File: src/rtl/tff_arb_pkg.sv
// Shared types and defaults for the T flip-flop toggle arbiter.
package tff_arb_pkg;

    localparam int unsigned DefNumReq = 4;
    localparam int unsigned DefWidth  = 4;
    localparam int unsigned DefCntW   = 4;

    // Arbiter FSM encoding
    typedef enum logic [1:0] {
        ARB_IDLE  = 2'd0,
        ARB_BURST = 2'd1,
        ARB_DONE  = 2'd2
    } arb_state_e;

    // Width of a bit-select field; never narrower than one bit
    function automatic int unsigned idx_width(input int unsigned w);
        return (w > 1) ? $clog2(w) : 1;
    endfunction

endpackage

File: src/rtl/tff_bank.sv
// Bank of WIDTH T flip-flops; at most one bit toggles per clock.
module tff_bank #(
    parameter int unsigned WIDTH = 4,
    parameter int unsigned IDX_W = 2
) (
    input  logic             clk,
    input  logic             rst_n,
    input  logic             tog_en,
    input  logic [IDX_W-1:0] tog_idx,
    output logic [WIDTH-1:0] q
);

    logic [WIDTH-1:0] tog_mask;

    // Decode the toggle index; an index >= WIDTH matches no bit
    always_comb begin
        tog_mask = '0;
        for (int i = 0; i < WIDTH; i++) begin
            tog_mask[i] = tog_en && (tog_idx == IDX_W'(i));
        end
    end

    // Flip-flop state with synchronous active-low reset
    always_ff @(posedge clk) begin
        if (!rst_n) begin
            q <= '0;
        end else begin
            q <= q ^ tog_mask;
        end
    end

endmodule

File: src/rtl/tff_toggle_arbiter.sv
// Round-robin arbiter granting toggle bursts on a shared T flip-flop bank.
module tff_toggle_arbiter
    import tff_arb_pkg::*;
#(
    parameter  int unsigned NUM_REQ = DefNumReq,
    parameter  int unsigned WIDTH   = DefWidth,
    parameter  int unsigned CNT_W   = DefCntW,
    localparam int unsigned IDX_W   = idx_width(WIDTH),
    localparam int unsigned GID_W   = $clog2(NUM_REQ)
) (
    input  logic                     clk,
    input  logic                     rst_n,
    input  logic [NUM_REQ-1:0]       req,
    input  logic [NUM_REQ*IDX_W-1:0] sel,
    input  logic [NUM_REQ*CNT_W-1:0] cnt,
    input  logic                     pause,
    output logic [NUM_REQ-1:0]       ack,
    output logic                     busy,
    output logic [GID_W-1:0]         grant_id,
    output logic [WIDTH-1:0]         q
);

    localparam logic [1:0] StIdle  = ARB_IDLE;
    localparam logic [1:0] StBurst = ARB_BURST;
    localparam logic [1:0] StDone  = ARB_DONE;

    logic [1:0]       state_q, state_d;
    logic [GID_W-1:0] rr_ptr_q, rr_ptr_d;
    logic [GID_W-1:0] grant_id_q, grant_id_d;
    logic [IDX_W-1:0] sel_l_q, sel_l_d;
    logic [CNT_W-1:0] remaining_q, remaining_d;

    logic [IDX_W-1:0] sel_arr [NUM_REQ];
    logic [CNT_W-1:0] cnt_arr [NUM_REQ];

    logic             found;
    logic [GID_W-1:0] pick;
    logic             tog_en;

    for (genvar g = 0; g < NUM_REQ; g++) begin : g_slice
        assign sel_arr[g] = sel[g*IDX_W +: IDX_W];
        assign cnt_arr[g] = cnt[g*CNT_W +: CNT_W];
    end

    // First requesting index at or after rr_ptr, wrapping modulo NUM_REQ
    always_comb begin
        int unsigned cand;
        logic [GID_W-1:0] cidx;
        found = 1'b0;
        pick  = '0;
        cand  = 0;
        cidx  = '0;
        for (int unsigned k = 0; k < NUM_REQ; k++) begin
            cand = (32'(rr_ptr_q) + k) % NUM_REQ;
            cidx = GID_W'(cand);
            if (!found && req[cidx]) begin
                found = 1'b1;
                pick  = cidx;
            end
        end
    end

    // FSM, round-robin pointer and burst counter next-state
    always_comb begin
        state_d     = state_q;
        rr_ptr_d    = rr_ptr_q;
        grant_id_d  = grant_id_q;
        sel_l_d     = sel_l_q;
        remaining_d = remaining_q;
        case (state_q)
            StIdle: begin
                if (found) begin
                    grant_id_d  = pick;
                    sel_l_d     = sel_arr[pick];
                    remaining_d = cnt_arr[pick];
                    // Zero-length bursts skip straight to completion
                    state_d     = (cnt_arr[pick] == '0) ? StDone : StBurst;
                end
            end
            StBurst: begin
                if (!pause) begin
                    remaining_d = remaining_q - 1'b1;
                    if (remaining_q == CNT_W'(1)) begin
                        state_d = StDone;
                    end
                end
            end
            StDone: begin
                rr_ptr_d = (32'(grant_id_q) == NUM_REQ - 1) ? '0 : grant_id_q + 1'b1;
                state_d  = StIdle;
            end
            default: begin
                state_d = StIdle;
            end
        endcase
    end

    // Registered control state with synchronous active-low reset
    always_ff @(posedge clk) begin
        if (!rst_n) begin
            state_q     <= StIdle;
            rr_ptr_q    <= '0;
            grant_id_q  <= '0;
            sel_l_q     <= '0;
            remaining_q <= '0;
        end else begin
            state_q     <= state_d;
            rr_ptr_q    <= rr_ptr_d;
            grant_id_q  <= grant_id_d;
            sel_l_q     <= sel_l_d;
            remaining_q <= remaining_d;
        end
    end

    // Outputs decoded directly from registered state
    always_comb begin
        tog_en   = (state_q == StBurst) && !pause;
        busy     = (state_q != StIdle);
        grant_id = grant_id_q;
        ack      = (state_q == StDone) ? (NUM_REQ'(1) << grant_id_q) : '0;
    end

    tff_bank #(
        .WIDTH (WIDTH),
        .IDX_W (IDX_W)
    ) u_bank (
        .clk     (clk),
        .rst_n   (rst_n),
        .tog_en  (tog_en),
        .tog_idx (sel_l_q),
        .q       (q)
    );

endmodule

File: config.mk
export PLATFORM = sky130hd
export DESIGN_NAME = tff_toggle_arbiter
export DESIGN_NICKNAME = d
export VERILOG_FILES = /design/src/rtl/tff_arb_pkg.sv /design/src/rtl/tff_bank.sv /design/src/rtl/tff_toggle_arbiter.sv
export SDC_FILE = /design/constraint.sdc
export NUM_CORES = 1
export LEC_CHECK = 0
export ABC_CLOCK_PERIOD_IN_PS = 1600
export CORE_UTILIZATION = 30
export DETAILED_ROUTE_END_ITERATION = 8
export GPL_TIMING_DRIVEN = 1
export PLACE_DENSITY = 0.63
export SLEW_MARGIN = 20
export SYNTH_ARGS = -nofsm -noshare
export SYNTH_HDL_FRONTEND = slang
export SYNTH_HIERARCHICAL = 1
export SYNTH_SLANG_ARGS = --single-unit
export TNS_END_PERCENT = 30
File: constraint.sdc
create_clock -name clk -period 1.6 [get_ports clk]
set_clock_uncertainty 0.05 [all_clocks]
set_input_delay 0.24 -clock clk [delete_from_list [all_inputs] [get_ports clk]]
set_output_delay 0.24 -clock clk [all_outputs]
set_load 0.005 [all_outputs]
==> results of run 1 <==
## timing repair
action | CTS | global route
setup endpoints to repair | 15 | 10
setup buffers | 4 | 2
cloned | 3 | 0
pin swaps | 3 | 8
gates resized for setup | 36 | 7
hold endpoints to repair | 0 | 0
## sequential cells by signal (all words and copies together) (netlist names)
name,count
grant_id,2
rr_ptr_q,2
remaining_q,4
state_q,2
u_bank/q,4
sel_l_q,2
## stage by stage
stage / hold WS (ns) / instance area [µm²] / setup WS (ns)
final: 0.421 / 2040 / -0.114
after detailed placement: 0.408 / 1810 / -0.621
after global routing: 0.455 / 2040 / -0.186
after floorplan: 0.321 / 1150 / -0.0256
after CTS: 0.421 / 2000 / -0.105
after global placement: 0.408 / 1810 / -0.589
## cell families (layout without fill, tap and decap cells)
group | count (synthesis) | in the layout | share of synthesized area [%]
multiplexers | 11 | 11 | 9.74
buffers and inverters | 12 | 91 | 5.91
AND/OR/NAND/NOR | 69 | 69 | 29.0
flip-flops | 16 | 16 | 28.0
AO/OA/AOI/OAI | 31 | 33 | 20.8
adder cells (fa/ha/maj) | 6 | 6 | 6.56
## worst reg2reg max path, stage by stage, from the launching register on
cell and delay, ns:
dfxtp_4 0.35, o21bai_4 0.19, buf_6 0.14, o22ai_4 0.23
a21oi_1 0.10, a32o_2 0.25, o221a_1 0.24, nor2_1 0.10
## report_power, final
group / switching (mW) / internal (mW) / leakage (nW) / total [mW]
Clock: 0.143 / 0.218 / 0.0288 / 0.361
Combinational: 0.661 / 0.836 / 0.733 / 1.50
Sequential: 0.102 / 0.526 / 0.134 / 0.628
## placed cells by master (no fill, tap or decap), types with 2 or more instances in the layout
cell type / n
a21oi_1: 11
a32o_2: 3
and2_1: 4
buf_4: 36
buf_6: 2
clkbuf_8: 4
clkdlybuf4s50_1: 32
dfxtp_1: 10
dfxtp_2: 4
dfxtp_4: 2
dlygate4sd2_1: 6
ha_1: 6
inv_1: 5
inv_2: 3
mux2i_1: 10
nand2_1: 27
nand2_2: 3
nand2b_1: 5
nand3_1: 2
nand3b_1: 2
nor2_1: 15
nor3_1: 2
## area by class of cell
type                       count  area [µm²]  area share (%)
clock buffer                   4        55.1            2.70
inverter                       9        33.8            1.66
multi-input combinational    119         873            42.9
sequential                    16         333            16.3
tap                           48        60.1            2.95
timing repair buffer          78         682            33.5
## routing by layer
layer | part of all wire, % | global-route usage (%) | wire, µm
met2 | 51 | 33.4 | 1860
met4 | 0.52 | 6.25 | 19
met5 | 0 | 0 | 0
met3 | 4.2 | 2.50 | 154
met1 | 45 | 21.9 | 1640
## worst min path at each step
| stage | startpoint | end | slack [ns] | depth (start not counted) |
|---|---|---|---|---|
| after global routing | u_bank/q[1]$_SDFF_PN0_ | u_bank/q[1]$_SDFF_PN0_ | 0.46 | 2 |
| after CTS | u_bank/q[0]$_SDFF_PN0_ | u_bank/q[0]$_SDFF_PN0_ | 0.42 | 2 |
| after detailed placement | u_bank/q[0]$_SDFF_PN0_ | u_bank/q[0]$_SDFF_PN0_ | 0.41 | 2 |
| after global placement | u_bank/q[3]$_SDFF_PN0_ | u_bank/q[3]$_SDFF_PN0_ | 0.41 | 2 |
| after floorplan | rst_n | remaining_q[1]$_SDFFE_PN0P_ | 0.32 | 1 |
| final | u_bank/q[0]$_SDFF_PN0_ | u_bank/q[0]$_SDFF_PN0_ | 0.42 | 2 |
==> flow_metrics.tcl, run 1 <==
set metrics [dict create \
    rsz0062_at_grt "yes" \
    grt_pass1_vias 1375 \
    period_share_pct 107 \
    fin_util_pct 55.6 \
    slowest_delay_ns 0.35 \
    endpoint_kind "flop" \
    gr-total-overflow 0 \
    place_hpwl_mm 2.58 \
    ys_seq_elements 16 \
    synth_cell_type_count 40 \
    ys_async_sr_fraction_pct 0 \
    start_kind "flop" \
    initial_core_util_pct 31.2 \
    grt_pass1_wl_mm 5.91 \
    yosysSeqAreaShare_pct 28.0 \
    drive_gt1_share_pct 34.5 \
    synth_edf_count 0 \
    syn_inst 145 \
    yosys.area.top_type_share_pct 28.0 \
    drt_iter0_markers 96 \
    synth_flop_cell "dfxtp_1" \
    worstMarginPinSlew_ns 0.274 \
    period_needed_ns 1.71 \
    setup_viol 7 \
    synth-warning-count 6 \
    n_fill_cell 330 \
    die_h_um 63.7 \
    clock.fmax_mhz 583 \
    path_depth 7 \
    grt_usage_pct 18.4 \
    crit_type "reg -> reg" \
    path_cells "o21bai_4 -> buf_6 -> o22ai_4 -> a21oi_1 -> a32o_2 -> o221a_1 -> nor2_1" \
    p_leak_nw 0.896 \
    crit_fanout 5 \
    crit_slowest_cell "dfxtp_4" \
    die_x_um 63.7 \
    io_pins 42 \
    cp_top_family "compound AO/OA/AOI/OAI gates" \
    cts_max_level 1 \
    synth.top_cells.by_count "28 x nand2_1, 16 x dfxtp_1, 15 x nor2_1, 12 x a21oi_1, 10 x mux2i_1" \
    regToRegEndpoint "remaining_q[3]$_SDFFE_PN0P_" \
    outcome "finished, violations left" \
    drv_cap 0 \
    numCtsBuffers 3 \
    ant_nets 0 \
    cp.arrival_ns 1.85 \
    design_power_total_mw 2.49 \
    clock-root-buffer "clkbuf_8" \
    rows 22 \
    path_clk_slew_ns 0.07 \
    cp_num_buf_inv 1 \
    endpoint "remaining_q[3]$_SDFFE_PN0P_" \
    fin_cells 274 \
    cts_buffer_depth 2 \
    antenna_found_initial 0 \
    fin_setup_tns_ns -0.416 \
    gp_congestion 0.896 \
    p_per_area_nw_per_um2 1220 \
    port_buffers 41 \
    synth_nets 182 \
    synthToLayoutAreaGrowth_pct 78.1 \
    r2r-start "rr_ptr_q[1]$_SDFFE_PN0P_" \
    remaining_drc_errors 0 \
    yosys.cell_count.top_type "nand2_1" \
    core-area_um2 3660 \
    avgRoutedWirePerCell_um 13.4 \
    clock_latency_ns 0.25 \
    synth.largest_area_cell "dfxtp_1" \
    viasPerCell 4.93 \
    synth.area.top_cells "dfxtp_1 28%, nand2_1 9.2%, mux2i_1 8.8%, ha_1 6.6%, a21oi_1 5.3%" \
    grt_max_degree 10 \
    ff2ff_setup_slack_ns -0.11 \
    hold_class "reg -> reg" \
    vias 1352 \
    cts_tree "done" \
    hold_buffers 0 \
    drv_slew 0 \
    worstPathRequired_ns 1.73 \
    violations "setup timing" \
    placedCellCount 261 \
    synthesis.area_um2 1140 \
    dieArea_um2 4060 \
    antennaDiodeCount 0 \
    drt_wl_total_mm 3.67 \
    nets 264 \
    drt_pass1_iterations 5 \
    hold_viol 0 \
    avgSynthCellArea_um2 7.89 \
    relSlewSlack_pct 81.7 \
    timing.final.ws_setup_ns -0.114 \
    numClockSinks 16 \
    peakVddDrop_mv 0.713 \
    r2r.worst_path.cells 7 \
    crit_path_start "rr_ptr_q[1]$_SDFFE_PN0P_" \
]
No activity file was read; power rests on OpenSTA's default activity.
==> inputs of run 2 (changes only) <==
--- a/config.mk
+++ b/config.mk
@@ -10,6 +10,7 @@
 export DETAILED_ROUTE_END_ITERATION = 8
 export GPL_TIMING_DRIVEN = 1
 export PLACE_DENSITY = 0.63
+export SKIP_LAST_GASP = 1
 export SLEW_MARGIN = 20
 export SYNTH_ARGS = -nofsm -noshare
 export SYNTH_HDL_FRONTEND = slang
==> flow_metrics.tcl, run 2 (synthesized netlist as in run 1, its figures left out) <==
set metrics [dict create \
    antenna_found_initial 0 \
    grt_usage_pct 18.2 \
    hold_path_end "u_bank/q[0]$_SDFF_PN0_" \
    synthToLayoutAreaGrowth_pct 79.1 \
    slowest_delay_ns 0.50 \
    die_h_um 63.7 \
    final_cell_mix "35 x clkdlybuf4s50_1, 34 x buf_4, 26 x nand2_1" \
    nets 263 \
    grt_pass1_wl_mm 5.87 \
    hold_viol 0 \
    clock_latency_ns 0.25 \
    avgRoutedWirePerCell_um 13.6 \
    hp-start "u_bank/q[0]$_SDFF_PN0_" \
    numCtsBuffers 3 \
    drive_gt1_share_pct 33.8 \
    path_cells "nor2b_2 -> buf_4 -> and2_1 -> clkdlybuf4s50_1" \
    r2r.worst_path.cells 7 \
    die_x_um 63.7 \
    io_pins 42 \
    rsz0062_at_grt "yes" \
    setup_viol 10 \
    endpoint_kind "output port" \
    dieArea_um2 4060 \
    top_regs "remaining_q x4, u_bank/q x4" \
    gp_congestion 0.896 \
    rows 22 \
    regToRegEndpoint "remaining_q[3]$_SDFFE_PN0P_" \
    outcome "finished, violations left" \
    cts_buffer_depth 2 \
    final_common_cell "clkdlybuf4s50_1" \
    hold_class "reg -> reg" \
    ant_nets 0 \
    viasPerCell 4.99 \
    numClockSinks 16 \
    p_leak_nw 0.894 \
    clock-root-buffer "clkbuf_8" \
    cp_num_buf_inv 2 \
    hold_path_depth 2 \
    fin_cells 273 \
    drt_wl_total_mm 3.72 \
    period_needed_ns 1.75 \
    placedCellCount 261 \
    path_clk_slew_ns 0.07 \
    antennaDiodeCount 0 \
    core-area_um2 3660 \
    grt_pass1_vias 1375 \
    peakVddDrop_mv 0.706 \
    cp.arrival_ns 1.46 \
    crit_slowest_cell "clkdlybuf4s50_1" \
    design_power_total_mw 2.50 \
    drt_pass1_iterations 5 \
    cts_tree "done" \
    start_kind "flop" \
    relSlewSlack_pct 81.8 \
    drv_slew 0 \
    timing.final.ws_setup_ns -0.152 \
    worstMarginPinSlew_ns 0.274 \
    violations "setup timing" \
    ff2ff_setup_slack_ns -0.14 \
    period_share_pct 109 \
    gr-total-overflow 0 \
    p_per_area_nw_per_um2 1220 \
    remaining_drc_errors 0 \
    place_hpwl_mm 2.58 \
    drt_iter0_markers 87 \
    crit_type "reg -> out" \
    initial_core_util_pct 31.2 \
    vias 1363 \
    port_buffers 41 \
    worstPathRequired_ns 1.31 \
    clock.fmax_mhz 571 \
    cts_max_level 1 \
    cp_top_family "buffers and inverters" \
    crit_fanout 5 \
    r2r-start "rr_ptr_q[1]$_SDFFE_PN0P_" \
    grt_max_degree 10 \
    drv_cap 0 \
]
run 2: cell types whose count changed in the layout (fill, tap and decap cells not counted), sizes merged:
cell	change
dlymetal6s2s	+1
buf	-2
clkdlybuf4s50	+3
clkbuf	-1
dlygate4sd2	-2
run 2: tightest hold or removal path: cells and delay by family, from the launching register on:
kind / cells / cell delay (ns)
simple gates: 1 / 0.05
mux: 1 / 0.05
flops: 1 / 0.32
run 2: per-stage QoR:
stage / hold slack (ns) / area, µm² / setup slack [ns] / utilization [%] / TNS (ns)
floorplan: 0.321 / 1150 / -0.0256 / - / -0.0948
global placement: 0.408 / 1810 / -0.589 / 49.4 / -4.71
detailed placement: 0.408 / 1810 / -0.621 / 49.4 / -5.10
CTS: 0.421 / 2000 / -0.169 / 54.5 / -1.12
global route: 0.455 / 2050 / -0.223 / 55.9 / -1.87
finish: 0.421 / 2050 / -0.152 / 55.9 / -0.977
run 2: cell type report:
type / count / area, µm²
Fill cell: 331 / 1610
Inverter: 9 / 33.8
Sequential cell: 16 / 330
Clock buffer: 4 / 55.1
Multi-Input combinational cell: 119 / 882
Tap cell: 48 / 60.1
Timing Repair Buffer: 77 / 687
run 2: power by group:
part           switching [mW]  internal, mW
combinational           0.664         0.848
clock                   0.144         0.218
sequential              0.102         0.525
run 2: how the worst max path moves through the flow:
stage / from / endpoint / depth (start not counted)
finish: state_q[1]$_SDFFE_PN0P_ / ack[1] / 4
global placement: req[3] / remaining_q[2]$_SDFFE_PN0P_ / 10
CTS: state_q[1]$_SDFFE_PN0P_ / ack[1] / 4
floorplan: state_q[0]$_SDFFE_PN0P_ / remaining_q[3]$_SDFFE_PN0P_ / 8
detailed placement: req[1] / remaining_q[3]$_SDFFE_PN0P_ / 8
global route: rr_ptr_q[1]$_SDFFE_PN0P_ / remaining_q[3]$_SDFFE_PN0P_ / 8
run 2: repair_timing:
action                                  CTS  global route
hold buffers                              0             0
buffers inserted                          4             1
pin swaps                                 3             4
endpoints found under the setup margin   15            12
resized for setup                        30             9
cloned                                    3             0
run 2: routing by layer:
| metal | vias to the layer above | global-route usage [%] | share of wire, % |
|---|---|---|---|
| met3 | 12 | 2.50 | 3.9 |
| met2 | 53 | 32.8 | 50 |
| met1 | 627 | 21.9 | 45 |
| met4 | 0 | 6.25 | 1.4 |
| li1 | 671 | - | - |
| met5 | - | 0 | 0 |
